===== src/rtl/lram_rom_arb_pkg.sv =====
// Shared types and constants for the LUTRAM ROM round-robin arbiter.
package lram_rom_arb_pkg;
    typedef enum logic {
        ARB    = 1'b0,
        LOCKED = 1'b1
    } arb_state_t;

    localparam int MAX_NREQ = 4;
    // Wide enough to index MAX_NREQ requesters
    localparam int PTR_W    = 2;
endpackage


===== src/rtl/lram_rom_arb_rr_pick.sv =====
// Combinational round-robin picker: first valid requester at or after ptr, wrapping.
module rr_pick
    import lram_rom_arb_pkg::*;
#(
    parameter int NREQ = 2
) (
    input  logic [NREQ-1:0]  valid,
    input  logic [PTR_W-1:0] ptr,
    output logic [NREQ-1:0]  grant,
    output logic [PTR_W-1:0] index
);
    logic found_s;

    // Visit positions ptr, ptr+1, ... mod NREQ and latch the first valid one.
    always_comb begin
        grant   = '0;
        index   = '0;
        found_s = 1'b0;
        for (int k = 0; k < NREQ; k++) begin
            for (int i = 0; i < NREQ; i++) begin
                if (!found_s && valid[i] && (i == (int'(ptr) + k) % NREQ)) begin
                    grant[i] = 1'b1;
                    index    = PTR_W'(i);
                    found_s  = 1'b1;
                end else begin
                    found_s  = found_s;
                end
            end
        end
    end
endmodule


===== src/rtl/lram_rom_arb.sv =====
// Round-robin arbiter sharing one LUTRAM ROM read port, with lockable bursts
// and a fixed-latency tag pipeline that returns one-hot tagged read data.
module lram_rom_arb
    import lram_rom_arb_pkg::*;
#(
    parameter int NREQ   = 2,
    parameter int AW     = 3,
    parameter int DW     = 8,
    parameter int RD_LAT = 0
) (
    input  logic              clock,
    input  logic              reset,
    input  logic [NREQ-1:0]   req_valid,
    input  logic [NREQ-1:0]   req_lock,
    input  logic [NREQ*AW-1:0] req_addr,
    output logic [NREQ-1:0]   req_ready,
    output logic [AW-1:0]     rom_addr,
    input  logic [DW-1:0]     rom_data,
    output logic [NREQ-1:0]   rsp_valid,
    output logic [DW-1:0]     rsp_data
);
    arb_state_t       state_r;
    logic [PTR_W-1:0] ptr_r;
    logic [PTR_W-1:0] owner_r;
    logic [NREQ-1:0]  tag_r [RD_LAT+1];

    logic [NREQ-1:0]  pick_grant_s;
    logic [PTR_W-1:0] pick_idx_s;
    logic [NREQ-1:0]  ready_s;
    logic [PTR_W-1:0] win_idx_s;
    logic [PTR_W-1:0] ptr_next_s;
    logic             lock_s;
    logic             accept_s;
    logic [AW-1:0]    sel_addr_s;

    rr_pick #(.NREQ(NREQ)) u_pick (
        .valid (req_valid),
        .ptr   (ptr_r),
        .grant (pick_grant_s),
        .index (pick_idx_s)
    );

    // Grant selection: picker result when arbitrating, owner-only when locked.
    always_comb begin
        ready_s    = '0;
        win_idx_s  = '0;
        lock_s     = 1'b0;
        sel_addr_s = '0;
        case (state_r)
            ARB: begin
                ready_s   = pick_grant_s;
                win_idx_s = pick_idx_s;
            end
            LOCKED: begin
                win_idx_s = owner_r;
                for (int i = 0; i < NREQ; i++) begin
                    ready_s[i] = req_valid[i] & (owner_r == PTR_W'(i));
                end
            end
            default: begin
                ready_s   = '0;
                win_idx_s = '0;
            end
        endcase
        for (int i = 0; i < NREQ; i++) begin
            lock_s     = lock_s | (req_lock[i] & (win_idx_s == PTR_W'(i)));
            sel_addr_s = sel_addr_s | ({AW{ready_s[i]}} & req_addr[i*AW +: AW]);
        end
        accept_s   = |ready_s;
        ptr_next_s = (win_idx_s == PTR_W'(NREQ - 1)) ? '0 : win_idx_s + PTR_W'(1);
    end

    assign req_ready = ready_s;

    // Arbitration state, rotation pointer and lock owner.
    always_ff @(posedge clock or posedge reset) begin
        if (reset) begin
            state_r <= ARB;
            ptr_r   <= '0;
            owner_r <= '0;
        end else begin
            case (state_r)
                ARB: begin
                    if (accept_s) begin
                        ptr_r <= ptr_next_s;
                        if (lock_s) begin
                            state_r <= LOCKED;
                            owner_r <= win_idx_s;
                        end
                    end
                end
                LOCKED: begin
                    // Leaving needs only lock low: with valid high that is the final beat
                    if (!lock_s) begin
                        state_r <= ARB;
                    end
                end
                default: state_r <= ARB;
            endcase
        end
    end

    // ROM address, tag pipeline and registered response.
    always_ff @(posedge clock or posedge reset) begin
        if (reset) begin
            rom_addr  <= '0;
            rsp_valid <= '0;
            rsp_data  <= '0;
            for (int i = 0; i <= RD_LAT; i++) begin
                tag_r[i] <= '0;
            end
        end else begin
            if (accept_s) begin
                rom_addr <= sel_addr_s;
            end
            tag_r[0] <= ready_s;
            for (int i = 1; i <= RD_LAT; i++) begin
                tag_r[i] <= tag_r[i-1];
            end
            rsp_valid <= tag_r[RD_LAT];
            if (|tag_r[RD_LAT]) begin
                rsp_data <= rom_data;
            end
        end
    end
endmodule


===== config.mk =====
export PLATFORM = sky130hd
export DESIGN_NAME = lram_rom_arb
export DESIGN_NICKNAME = d
export VERILOG_FILES = /design/src/rtl/lram_rom_arb_pkg.sv /design/src/rtl/lram_rom_arb_rr_pick.sv /design/src/rtl/lram_rom_arb.sv
export SDC_FILE = /design/constraint.sdc
export NUM_CORES = 1
export LEC_CHECK = 0
export ABC_AREA = 1
export BUFFER_PORTS_ARGS = -buffer_cell sky130_fd_sc_hd__buf_2
export CORE_MARGIN = 10
export CORE_UTILIZATION = 53
export CTS_BUF_LIST = sky130_fd_sc_hd__clkbuf_2 sky130_fd_sc_hd__clkbuf_4 sky130_fd_sc_hd__clkbuf_8
export DETAILED_ROUTE_END_ITERATION = 8
export PLACE_DENSITY = 0.86
export SETUP_SLACK_MARGIN = 0.05
export SLEW_MARGIN = 15
export SYNTH_ARGS = -nofsm -noshare
export SYNTH_HDL_FRONTEND = slang
export SYNTH_HIERARCHICAL = 1
export SYNTH_SLANG_ARGS = --single-unit

===== constraint.sdc =====
create_clock -name clock -period 2.6 [get_ports clock]
set_input_delay 0.39 -clock clock [delete_from_list [all_inputs] [get_ports clock]]
set_output_delay 0.39 -clock clock [all_outputs]
set_load 0.02 [all_outputs]

==> results of run 1 <==
-- routing by layer --
| metal | track usage | wire length [um] |
|---|---|---|
| met1 | 0.104 | 684 |
| met2 | 0.182 | 919 |
| met3 | 0.0381 | 166 |
| met4 | 0.0865 | 63 |
| met5 | 0 | 0 |
-- critical path, stage by stage, from the launching register on --
cell and delay, ns:
dfrtp_1 0.48, nand2_2 0.14, o21ai_4 0.24, buf_2 0.21
-- layout by cell type (no fill, tap or decap), drive strengths merged --
master and instances:
a21oi 1, mux2 8, nor2 2, conb 1, buf 34, nand3 4
a31oi 1, nand2 34, clkinv 1, o21a 1, nand4 1, o21ai 4
clkbuf 3, dfrtp 19, inv 10
-- stage by stage --
step | area, um2 | hold WS [ns]
detailed placement | 1030 | 0.385
floorplan | 845 | 0.341
global route | 1050 | 0.245
CTS | 1050 | 0.199
finish | 1050 | 0.177
global placement | 1030 | 0.375
-- power by group through the flow --
stage          logic, W  registers, W  clock network (W)
4_1_cts        0.000659      0.000511           0.000149
2_1_floorplan  0.000325      0.000638                  0
6_report       0.000643      0.000509           0.000144
3_5_place_dp   0.000655      0.000515                  0
5_1_grt        0.000709      0.000527           0.000161
3_3_place_gp   0.000634      0.000505                  0
-- area by class of cell --
cell class / count / area, um2 / share of cell area
flip-flops and latches: 19 / 475 / 0.451
multi-input cells: 57 / 324 / 0.307
repair buffers: 34 / 170 / 0.161
inverters: 10 / 37.5 / 0.0356
clock buffers: 3 / 22.5 / 0.0214
well taps: 16 / 20.0 / 0.0190
clock inverters: 1 / 5.00 / 0.00474
-- worst paths after layout --
check / startpoint / endpoint / slack, ns / cells after the start
max reg2reg: tag_r[1] / rsp_data[3] / 1.35 / 2
min in group clock: rom_data[7] / rsp_data[7] / 0.32 / 2
max: state_r / req_ready[0] / 0.85 / 3
min reg2reg: tag_r[1] / rsp_valid[1] / 0.41 / 0
min: reset / ptr_r[0] / 0.18 / 2
max in group asynchronous: reset / rsp_data[2] / 1.99 / 2
-- state kept, by name, summed over array words and instances, names as in the netlist --
signal     count
rom_addr       3
rsp_data       8
tag_r          2
owner_r        2
ptr_r          1
rsp_valid      2
state_r        1
==> metrics.csv, run 1 <==
stage,metric,value,unit
critical_path,required,2.21,ns
pwr,p_int,0.000726,W
timing,finClkSkew,0.00665,ns
pwr,p_leak,0.585,nW
critical_path,endpoint_kind,output pin,
pwr,clockPowerShare,0.111,
clocking,clock-sinks,19,
pwr,p_per_area,1230,nW/um2
timing,finalHoldViolCount,0,
timing,max_slew_margin,0.545,
hold_path,hp-class,input port to async pin,
critical_path,worstSetupPathType,flop to output pin,
drt,vias,689,
timing,period_minus_slack,1.75,ns
drt,post_drt_wl_per_cell,13.1,um
floorplanning,die_area,3590,um2
timing,worst_pin_slew,0.681,ns
grt,grt_max_degree,20,
clocking,clockBufferDepth,2,
clocking,hold_buffers,0,
clocking,cts_resized,0,
clocking,root_buffer,clkbuf_4,
cells_and_area,drive_gt1_frac,0.419,
placed_design,dp.cells,136,
pwr,p_sw,0.000570,W
timing,fmax,571,MHz
critical_path,startpoint_type,flop,
drt,wl,1830,um
pwr,vdd_drop_max,600,uV
clocking,cts_tree,built,
drt,vias_per_cell,4.92,
clocking,path_clk_slew,0.11,ns
pwr,power_frac_comb,0.496,
run,drv_cap,0,
placed_design,io_buffers,34,
timing,rsz0062_at_grt,false,
clocking,cts-buffers-inserted,3,
synthesis,avgSynthCellArea,9.71,um2
timing,final.period_utilization,0.674,
floorplanning,start_util,0.561,
grt,groute.usage.overall,0.108,
floorplanning,row_count,14,
grt,overflow,0,
floorplanning,coreArea,1510,um2
drt,ant_nets,0,
drt,drt_pre_antenna_iters,4,
drt,route.detailed.drc,0,
synthesis,syn_nets,107,
drt,first_iter_violations,11,
pwr,p_total,0.00130,W
clocking,htreeDepth,1,
critical_path,arrival,1.36,ns
run_status,status,"finished, final reports clean",
grt,grt_antenna_before_repair,0,
cells_and_area,layoutNonFillerInstCount,140,
synthesis,yosysWarnings,6,
clocking,clkLatencyLatePin,0.29,ns
grt,grt_pass1_wl,2930,um
placed_design,dp.final_hpwl,1510,um
synthesis,netlist_instances,87,
placed_design,gp_congestion,0.710,
cells_and_area,syn_to_final_growth,24.9,%
timing,slew_viol_final,0,
timing,tns,0,ns
grt,grt_pass1_vias,675,
floorplanning,io_pins,35,
floorplanning,die_w,59.9,um
cells_and_area,nNetsFinal,145,
cells_and_area,diodes,0,
timing,setup_ws,0.849,ns
timing,setup_viol,0,
cells_and_area,fillerInstances,131,
critical_path,cp_max_fo,6,
pwr,seqPwrFrac,0.393,
clocking,cts_setup_buffers,0,
cells_and_area,finish.utilization,0.700,
floorplanning,die_h,59.9,um
placed_design,post-place-ws,1.11,ns
synthesis,synth_area,845,um2
pwr,p_sw_frac,0.440,
No activity file was read; power rests on OpenSTA's default activity.
==> run 2, diff against run 1 <==
- CORE_UTILIZATION: 53 -> 44
- PLACE_DENSITY: 0.86 -> 0.76
- clock period: 2.6 -> 1.6 ns (I/O delays scaled with it)
==> run 2 against run 1 <==
Effect of this change: combinational power rose by 77%; setup slack got worse by 0.73 ns; global-route usage fell by 1.6 points; first-iteration DRC count rose by 27%; sequential cell count did not move; via count rose by 2.9%; sequential power rose by 62%; clock-buffer cell count rose by 1; sequential share of layout area fell by 2.8 points; clock power rose by 73%; critical path depth rose by 1; non-clock buffer count rose by 5; critical endpoint unchanged.
==> metrics.csv, run 2 (same netlist as run 1, synthesis figures left out) <==
stage,metric,value,unit,change
clocking,clockBufferDepth,2,,unchanged
drt,drt_pre_antenna_iters,4,,unchanged
cells_and_area,fillerInstances,158,,+21%
clocking,clock-sinks,19,,unchanged
critical_path,cpMaxStageDelayCell,dfrtp_1,,
drt,vias_per_cell,4.60,,-6.5%
critical_path,worstReg2RegStart,tag_r[1],,
cells_and_area,top_register,rsp_data,,
floorplanning,row_count,15,,+1
drt,route.detailed.drc,0,,unchanged
hold_path,hp-class,input port to flop,,
cells_and_area,nNetsFinal,150,,+3.4%
timing,setup_viol,0,,unchanged
clocking,htreeDepth,1,,unchanged
drt,ant_nets,0,,unchanged
run,drv_cap,0,,unchanged
timing,period_minus_slack,1.49,ns,
cells_and_area,largest_reg_flops,8,,unchanged
drt,post_drt_wl_per_cell,12.2,um,-6.8%
grt,grt_pass1_wl,3100,um,+5.7%
floorplanning,die_h,63.8,um,+6.5%
critical_path,crit_family,flip-flops,,
drt,first_iter_violations,14,,+3
drt,wl,1880,um,+2.5%
critical_path,required,1.36,ns,-0.85 ns
floorplanning,die_w,63.8,um,+6.5%
clocking,root_buffer,clkbuf_4,,
clocking,cts_tree,built,,
grt,grt_max_degree,20,,unchanged
placed_design,gp_congestion,0.777,,+9.4%
grt,grt_antenna_before_repair,0,,unchanged
cells_and_area,final_area,1130,um2,+7.0%
cells_and_area,diodes,0,,unchanged
pwr,p_per_area,1960,nW/um2,+59%
critical_path,crit_end,req_ready[0],,
clocking,path_clk_slew,0.10,ns,about the same
timing,setup_ws,0.114,ns,-0.734 ns
critical_path,rr_endpoint,rsp_data[5],,
timing,tns,0,ns,unchanged
timing,finClkSkew,0.00306,ns,-0.00358 ns
floorplanning,start_util,0.479,,-0.0819
timing,finalHoldViolCount,0,,unchanged
pwr,p_leak,0.612,nW,+4.6%
cells_and_area,mostFrequentLayoutCells,"nand2_1 (32), buf_2 (32), dfrtp_1 (18)",,
timing,final.period_utilization,0.929,,
run_status,status,"finished, final reports clean",,
grt,groute.usage.overall,0.0918,,-0.0164
placed_design,placed_cell_area,1050,um2,+1.8%
cells_and_area,largest_registers,"rsp_data: 8 flops, rom_addr: 3 flops",,
floorplanning,die_area,4070,um2,+13%
critical_path,worstSetupPathType,flop to output pin,,
critical_path,cp.depth,4,,+1
placed_design,dp.final_hpwl,1550,um,+2.5%
floorplanning,coreArea,1760,um2,+17%
drt,vias,709,,+2.9%
critical_path,arrival,1.25,ns,-0.11 ns
critical_path,ff2ff_path_depth,2,,unchanged
cells_and_area,syn_to_final_growth,33.6,%,
clocking,cts-buffers-inserted,3,,unchanged
clocking,clkLatencyLatePin,0.28,ns,about the same
critical_path,crit_start,owner_r[0],,
timing,fmax,673,MHz,
critical_path,cp_max_fo,5,,-1
pwr,vdd_drop_max,955,uV,+59%
critical_path,critPathBufInv,2,,+1
floorplanning,io_pins,35,,unchanged
timing,rsz0062_at_grt,false,,
critical_path,reg2reg_slack,0.35,ns,-1.00 ns
placed_design,post-place-ws,0.345,ns,-0.764 ns
placed_design,io_buffers,34,,unchanged
timing,slew_viol_final,0,,unchanged
timing,hold_ws,0.184,ns,+0.00625 ns
grt,grt_pass1_vias,717,,+6.2%
critical_path,critPathMaxStageDelay,0.42,ns,-0.06 ns
critical_path,path_cells,"inv_1, nand2_2, o21ai_4, buf_6",,
critical_path,endpoint_kind,output pin,,
grt,overflow,0,,unchanged
critical_path,startpoint_type,flop,,
cells_and_area,drive_gt1_frac,0.457,,+0.0380
## run 2: report_power, final
part / total, W / internal [W] / switching, W
logic: 0.00114 / 0.000455 / 0.000681
registers: 0.000825 / 0.000702 / 0.000122
clock network: 0.000249 / 0.000114 / 0.000135
## run 2: stage by stage
step	power (W)	utilization	std cells
6_report	0.00221	0.640	154
5_1_grt	0.00239	0.640	154
4_1_cts	0.00216	0.619	151
3_5_place_dp	0.00190	0.593	146
3_3_place_gp	0.00186	0.593	146
2_1_floorplan	0.00156	-	87
## run 2: how the worst min path moves through the flow
stage	from	endpoint	slack, ns	depth (start not counted)
final	rom_data[4]	rsp_data[4]	0.18	2
after global routing	rom_data[7]	rsp_data[7]	0.17	2
after CTS	rom_data[4]	rsp_data[4]	0.17	2
after detailed placement	reset	owner_r[0]	0.27	3
after global placement	reset	owner_r[1]	0.26	3
after floorplan	reset	owner_r[0]	0.19	1
## run 2: per-layer routing
layer,track usage,wire (um),vias up
met1,0.0883,751,330
met2,0.168,952,20
met4,0.0410,17,0
li1,-,-,357
met3,0.0366,158,2
met5,0,0,-
## run 2: layout make-up
type	instances	area, um2	area share
multi-input combinational	57	330	0.293
inverter	10	37.5	0.0333
clock buffer	4	30.0	0.0266
timing repair buffer	39	223	0.197
sequential	19	477	0.422
tap	25	31.3	0.0277
## run 2: what timing repair did
action                                  CTS  global route
endpoints found under the hold margin    19             0
gates resized for setup                   2             5
pin swaps                                 0             2
endpoints found under the setup margin    1             2
cloned                                    0             0
hold buffers                              1             0
buffers inserted                          0             3
